**src/rtl/demux_32_1x2_buf.sv**
```systemverilog
// rtl/demux_32_1x2_buf.sv - registered 1-to-2 stream demultiplexer with per-port holding register and transfer counter

module demux_32_1x2_buf_slot #(
    parameter int WIDTH = 32,
    parameter int CNT_W = 16
) (
    input  logic             clk,
    input  logic             reset_n,
    input  logic             load,
    input  logic [WIDTH-1:0] load_data,
    output logic [WIDTH-1:0] data,
    output logic             valid,
    input  logic             ready,
    output logic [CNT_W-1:0] count
);

    typedef enum logic {
        ST_EMPTY = 1'b0,
        ST_FULL  = 1'b1
    } state_t;

    state_t state;
    logic   drain;

    assign drain = (state == ST_FULL) & ready;
    assign valid = (state == ST_FULL);

    // Data register is not cleared on drain; consumers qualify it with valid.
    always_ff @(posedge clk) begin
        if (!reset_n) begin
            state <= ST_EMPTY;
            data  <= '0;
            count <= '0;
        end else begin
            if (drain) begin
                count <= count + CNT_W'(1);
            end
            case (state)
                ST_EMPTY: begin
                    if (load) begin
                        state <= ST_FULL;
                        data  <= load_data;
                    end
                end
                ST_FULL: begin
                    if (load) begin
                        data <= load_data;
                    end else if (drain) begin
                        state <= ST_EMPTY;
                    end
                end
                default: state <= ST_EMPTY;
            endcase
        end
    end

endmodule

module demux_32_1x2_buf #(
    parameter int WIDTH = 32,
    parameter int CNT_W = 16
) (
    input  logic             clk,
    input  logic             reset_n,
    input  logic [WIDTH-1:0] in_data,
    input  logic             in_select,
    input  logic             in_valid,
    output logic             in_ready,
    output logic [WIDTH-1:0] out0_data,
    output logic             out0_valid,
    input  logic             out0_ready,
    output logic [WIDTH-1:0] out1_data,
    output logic             out1_valid,
    input  logic             out1_ready,
    output logic [CNT_W-1:0] count0,
    output logic [CNT_W-1:0] count1
);

    logic space0;
    logic space1;
    logic accept0;
    logic accept1;

    // A full slot can take a new word on the same edge it drains.
    assign space0   = ~out0_valid | out0_ready;
    assign space1   = ~out1_valid | out1_ready;
    assign in_ready = reset_n & (in_select ? space1 : space0);
    assign accept0  = in_valid & in_ready & ~in_select;
    assign accept1  = in_valid & in_ready & in_select;

    demux_32_1x2_buf_slot #(
        .WIDTH(WIDTH),
        .CNT_W(CNT_W)
    ) u_slot0 (
        .clk      (clk),
        .reset_n  (reset_n),
        .load     (accept0),
        .load_data(in_data),
        .data     (out0_data),
        .valid    (out0_valid),
        .ready    (out0_ready),
        .count    (count0)
    );

    demux_32_1x2_buf_slot #(
        .WIDTH(WIDTH),
        .CNT_W(CNT_W)
    ) u_slot1 (
        .clk      (clk),
        .reset_n  (reset_n),
        .load     (accept1),
        .load_data(in_data),
        .data     (out1_data),
        .valid    (out1_valid),
        .ready    (out1_ready),
        .count    (count1)
    );

endmodule
```
**config.mk**
```make
export PLATFORM = sky130hd
export DESIGN_NAME = demux_32_1x2_buf
export DESIGN_NICKNAME = d
export VERILOG_FILES = /design/src/rtl/demux_32_1x2_buf.sv
export SDC_FILE = /design/constraint.sdc
export NUM_CORES = 1
export LEC_CHECK = 0
export ABC_AREA = 1
export CAP_MARGIN = 15
export CORE_MARGIN = 5
export CORE_UTILIZATION = 35
export DETAILED_ROUTE_END_ITERATION = 10
export PLACE_DENSITY_LB_ADDON = 0.12
export SLEW_MARGIN = 30
export SYNTH_ARGS = -nofsm -noshare
export SYNTH_HDL_FRONTEND = slang
export SYNTH_SLANG_ARGS = --single-unit
```
**constraint.sdc**
```tcl
create_clock -name clk -period 2.8 [get_ports clk]
set_input_delay 0.84 -clock clk [delete_from_list [all_inputs] [get_ports clk]]
set_output_delay 0.84 -clock clk [all_outputs]
set_load 0.005 [all_outputs]
```
== Word level (Yosys, flattened, before mapping) ==
Index checks and enable logic that the tools add are counted.
Word-level totals
  logic and storage cells: 30
  bits of input ports: 38
  output and inout bits: 99
  register bits after elaboration: 98
Operators by class
  bitwise operators: 11
  add/sub/neg operators: 2
  muxes and demuxes: 11
Operator list (count)
  32-bit two-way mux: 2
  16-bit by 1-bit adder with 16-bit output, second input constant: 2
  1-bit two-way mux: 7
  1-bit bitwise AND: 6
  1-bit one-hot mux with 2 select lines: 2
  1-bit NOT: 3
  1-bit OR: 2

== Logic depth before layout (Yosys ltp) ==
  depth after elaboration: 8
  gate-level depth with buffers: 8
  depth with buffers taken out: 8

== By module ==
From an unflattened synthesis, not the netlist that was laid out.
Unflattened totals
  cells, all modules: 535
  area, all modules: 3878.7 µm²
By module, submodules not included
  demux_32_1x2_buf_slot: area an instance 1914.3 µm², seq. area each 980.9 µm², cells each 263, times used 2
  demux_32_1x2_buf: area an instance 50.0 µm², seq. area each 0.0 µm², cells each 9, times used 1

== Worst setup path before layout ==
No wires, ideal clock.
  path type: input -> output
  from: input port out1_ready
  to: output port in_ready
  slack: 593 ps
  arrival time: 1367 ps
  stages on the path: 5
  buffers on the path: 1
  required time: 1960 ps
  path through: inv_1 > nand3_1 > nand2_1 > nor2_2 > buf_2
On the way
  word-level cells in the longest chain between the ends: 3
RTL lines
  start, declared: line 74  | input logic out1_ready,
  1-bit OR: line 86  | assign space1 = ~out1_valid | out1_ready;
  1-bit two-way mux: line 87  | assign in_ready = reset_n & (in_select ? space1 : space0);
  1-bit bitwise AND: line 87
  end, declared: line 68  | output logic in_ready,
Every way passes these cells.

== Final worst setup path ==
  from: input port out0_ready
  to: output port in_ready
On the way
  word-level cells in the longest chain between the ends: 3
RTL lines
  start, declared: line 71  | input logic out0_ready,
  1-bit OR: line 85  | assign space0 = ~out0_valid | out0_ready;
  1-bit two-way mux: line 87
  1-bit bitwise AND: line 87
Every way passes these cells.

==> results.md <==
- Vias in the first global route: 3937
- Crit path buffers/inverters: 2
- Logic gate share of total power: 0.110
- CTS H-tree depth: 3
- Final instance area: approximately 0.0058 sq mm
- Initial antenna violation count: 0
- Fin. Hold Viols: 0
- Most used routing layer: met2
- Setup crit end kind: primary output
- CTS resizes: 4
- Synthesized area: between 0.004 and 0.005 sq mm
- CTS tree: built
- Layout cell share with drive strength beyond 1: 0.0479
- Syn Inst Count: around 580
- Family with the most delay on the worst path: buffers and inverters
- Fin util: 0.510
- Total grt overflow: 0
- Site Rows: 39
- Overall Global Routing Usage: 0.166
- Worst-path cell chain: clkdlybuf4s50_1 > nor3_1 > nor2_2 > dlygate4sd2_1
- CP max stage delay: ~0.42 ns
- Antenna fix cells: 0
- Slew @ Worst Pin: 0.618 ns
- Area occupied by multi-input gates: around 0.0017 sq mm
- Sequential fraction of the synthesis area: 0.480
- Port bufs: ~140
- Fmax: 0.375 GHz
- Period utilization: 0.954
- M2 GR Usage: 0.280
- Initial core utilization: 0.358
- Synth-to-layout area growth: 42.4%
- Skew final: between 0.005 and 0.006 ns
- Detailed Route Iter0 Violations: around 270
- Post-route ant nets: 0
- DRC: 0
- Ys Warns: 0
- GRT met1 Usage: 0.204
- Crit path DAT: around 1.8 ns
- Die Y: roughly 120 microns
- Core Footprint: about 0.011 sq mm
- Die area: between 0.01 and 0.015 sq mm
- Final worst path period need: 2.67 ns
- Net Count, Synth: roughly 620
- Run status: complete, no violations
- Worst hold path type: flop to flop
- Cts-stage hold buffer count: 0
- Slew headroom: 0.588
- Met3 Use GR: 0.0481
- Post-synth top area share: 0.480
- Yosys top cell by area: dfxtp_1
- Number of synthesized register bits: between 90 and 100
- Psw: between 0.6 and 0.7 mW
- MaxCap Viol Count: 0
- Nets: around 750
- Clock sink count: 98
- I/O pins: between 100 and 150
- Final Max Slew Viols: 0
- Die width: approximately 120 microns
- Placer congestion estimate: between 0.7 and 0.8
- Slowest cell on the critical path: clkdlybuf4s50_1
- Post-DP Area: 0.00555 sq mm
- PwrDens: 503 mW/mm^2
- Cell-internal power: ~2.2 mW
- Yosys cell types: 23
- CTS buffer count: 9
- CP max FO: 2
- Worst endpoint required time: 1.96 ns
- Sw frac: 0.234
- DRT Pass-1 Iters: 4
- Setup TNS: 0 ns
- Clock power share: 0.392
- Post-DP HPWL: 8.29 mm
- Root Buffer: clkbuf_16
- Critical path class: input port to primary output
- Worst vdd ir: roughly 0.00026 V
- Routed WL: about 12 mm
- Synth Area per Inst: approximately 7 sq um
- Total number of vias: between 4000 and 5000
- Final setup margin: approximately 0.13 ns
- First-pass GRT wire length: 19.4 mm
- Largest net degree at the start of global routing: 58
- Post-place setup slack: -0.354 ns
- Wire length per cell: approximately 14 microns
- Setup bufs post-CTS: 0
- CP startpoint kind: input port
- Synth area leaders: dfxtp_1, nor2_1, nand2_1
- Reg area: 0.00196 sq mm
- Worst skew pair latency: ~0.33 ns
- Clock Tree Buf Depth: 2
- Leak: 2.33 nW
- Filler cells: about 1200
- Vias per cell: 4.76
- RSZ-0062 raised after global routing: no
- Setup violators final: 0
- Clock transition at path regs: approximately 0.07 ns
- Register share of total power: 0.499
- Hold WS: 0.483 ns
-- state kept, by name, indices dropped and copies added (netlist names) --
register	cells
u_slot1.data	32
u_slot1.count	16
u_slot0.count	16
u_slot0.valid	1
u_slot1.valid	1
u_slot0.data	32
-- final timing paths --
kind	startpoint	to	slack, ns	depth (start not counted)
hold reg to reg	u_slot0.data[28]	u_slot0.data[28]	0.48	2
setup reg to reg	u_slot1.valid	u_slot1.count[14]	1.29	7
setup / recovery	out0_ready	in_ready	0.13	4
hold / removal	u_slot0.data[28]	u_slot0.data[28]	0.48	2
-- area by class of cell --
cell class / instances / area share
well taps: 143 / 0.0307
multi-input cells: 385 / 0.298
clock buffers: 12 / 0.0440
inverters: 66 / 0.0425
repair buffers: 146 / 0.245
clock inverters: 3 / 0.00258
flip-flops and latches: 98 / 0.337
-- worst min-delay path, cell delays in order (launching register included) --
cell and delay [ns]:
dfxtp_1 0.31, nor2_1 0.09, nor2_1 0.05
-- cells by family (layout without fill, tap and decap cells) --
| kind of cell | after synthesis | after routing | synth area share |
|---|---|---|---|
| flops | 98 | 98 | 0.480 |
| simple gates | 309 | 309 | 0.322 |
| fa+ha+maj | 2 | 2 | 0.00612 |
| xor+xnor | 4 | 4 | 0.00856 |
| compound gates | 70 | 70 | 0.0868 |
| buf+inv | 96 | 227 | 0.0969 |
-- Yosys cell counts, drive strengths merged --
master and count:
inv 66, nand2 70, a21oi 51, o21a 1, nand3 13, clkbuf 11, dfxtp 98, xor2 4
buf 19, nor3 12, and3 1, a31oi 2, o21ai 16, nor2 173, nand4 39, and2 1
ha 2
-- metrics by stage --
stage               power (mW)  instances
global placement          1.81        838
CTS                       2.97        853
detailed placement        1.82        838
global route              3.08        853
floorplan                 1.64        579
finish                    2.93        853
-- power groups by stage --
| stage | clock network [mW] | logic [mW] | registers [mW] |
|---|---|---|---|
| finish | 1.15 | 0.321 | 1.46 |
| floorplan | 0 | 0.146 | 1.49 |
| global route | 1.25 | 0.356 | 1.46 |
| detailed placement | 0 | 0.326 | 1.49 |
| CTS | 1.19 | 0.326 | 1.46 |
| global placement | 0 | 0.323 | 1.49 |
-- routing by layer --
layer,up-vias,share of wire
met3,11,0.060
met1,1854,0.45
met2,103,0.48
met5,-,0
li1,2092,-
met4,0,0.012
-- cells in the final DEF, fill, tap and decap left out, drive strengths merged --
master / instances
dlygate4sd2: 3
clkdlybuf4s50: 132
nor3: 12
buf: 11
clkbuf: 12
nand3: 13
a21oi: 51
clkinv: 3
and2: 1
nand4: 39
xor2: 4
nand2: 70
dfxtp: 98
nor2: 173
o21a: 1
o21ai: 16
ha: 2
inv: 66
and3: 1
a31oi: 2
(Power assumes the default switching activity.)
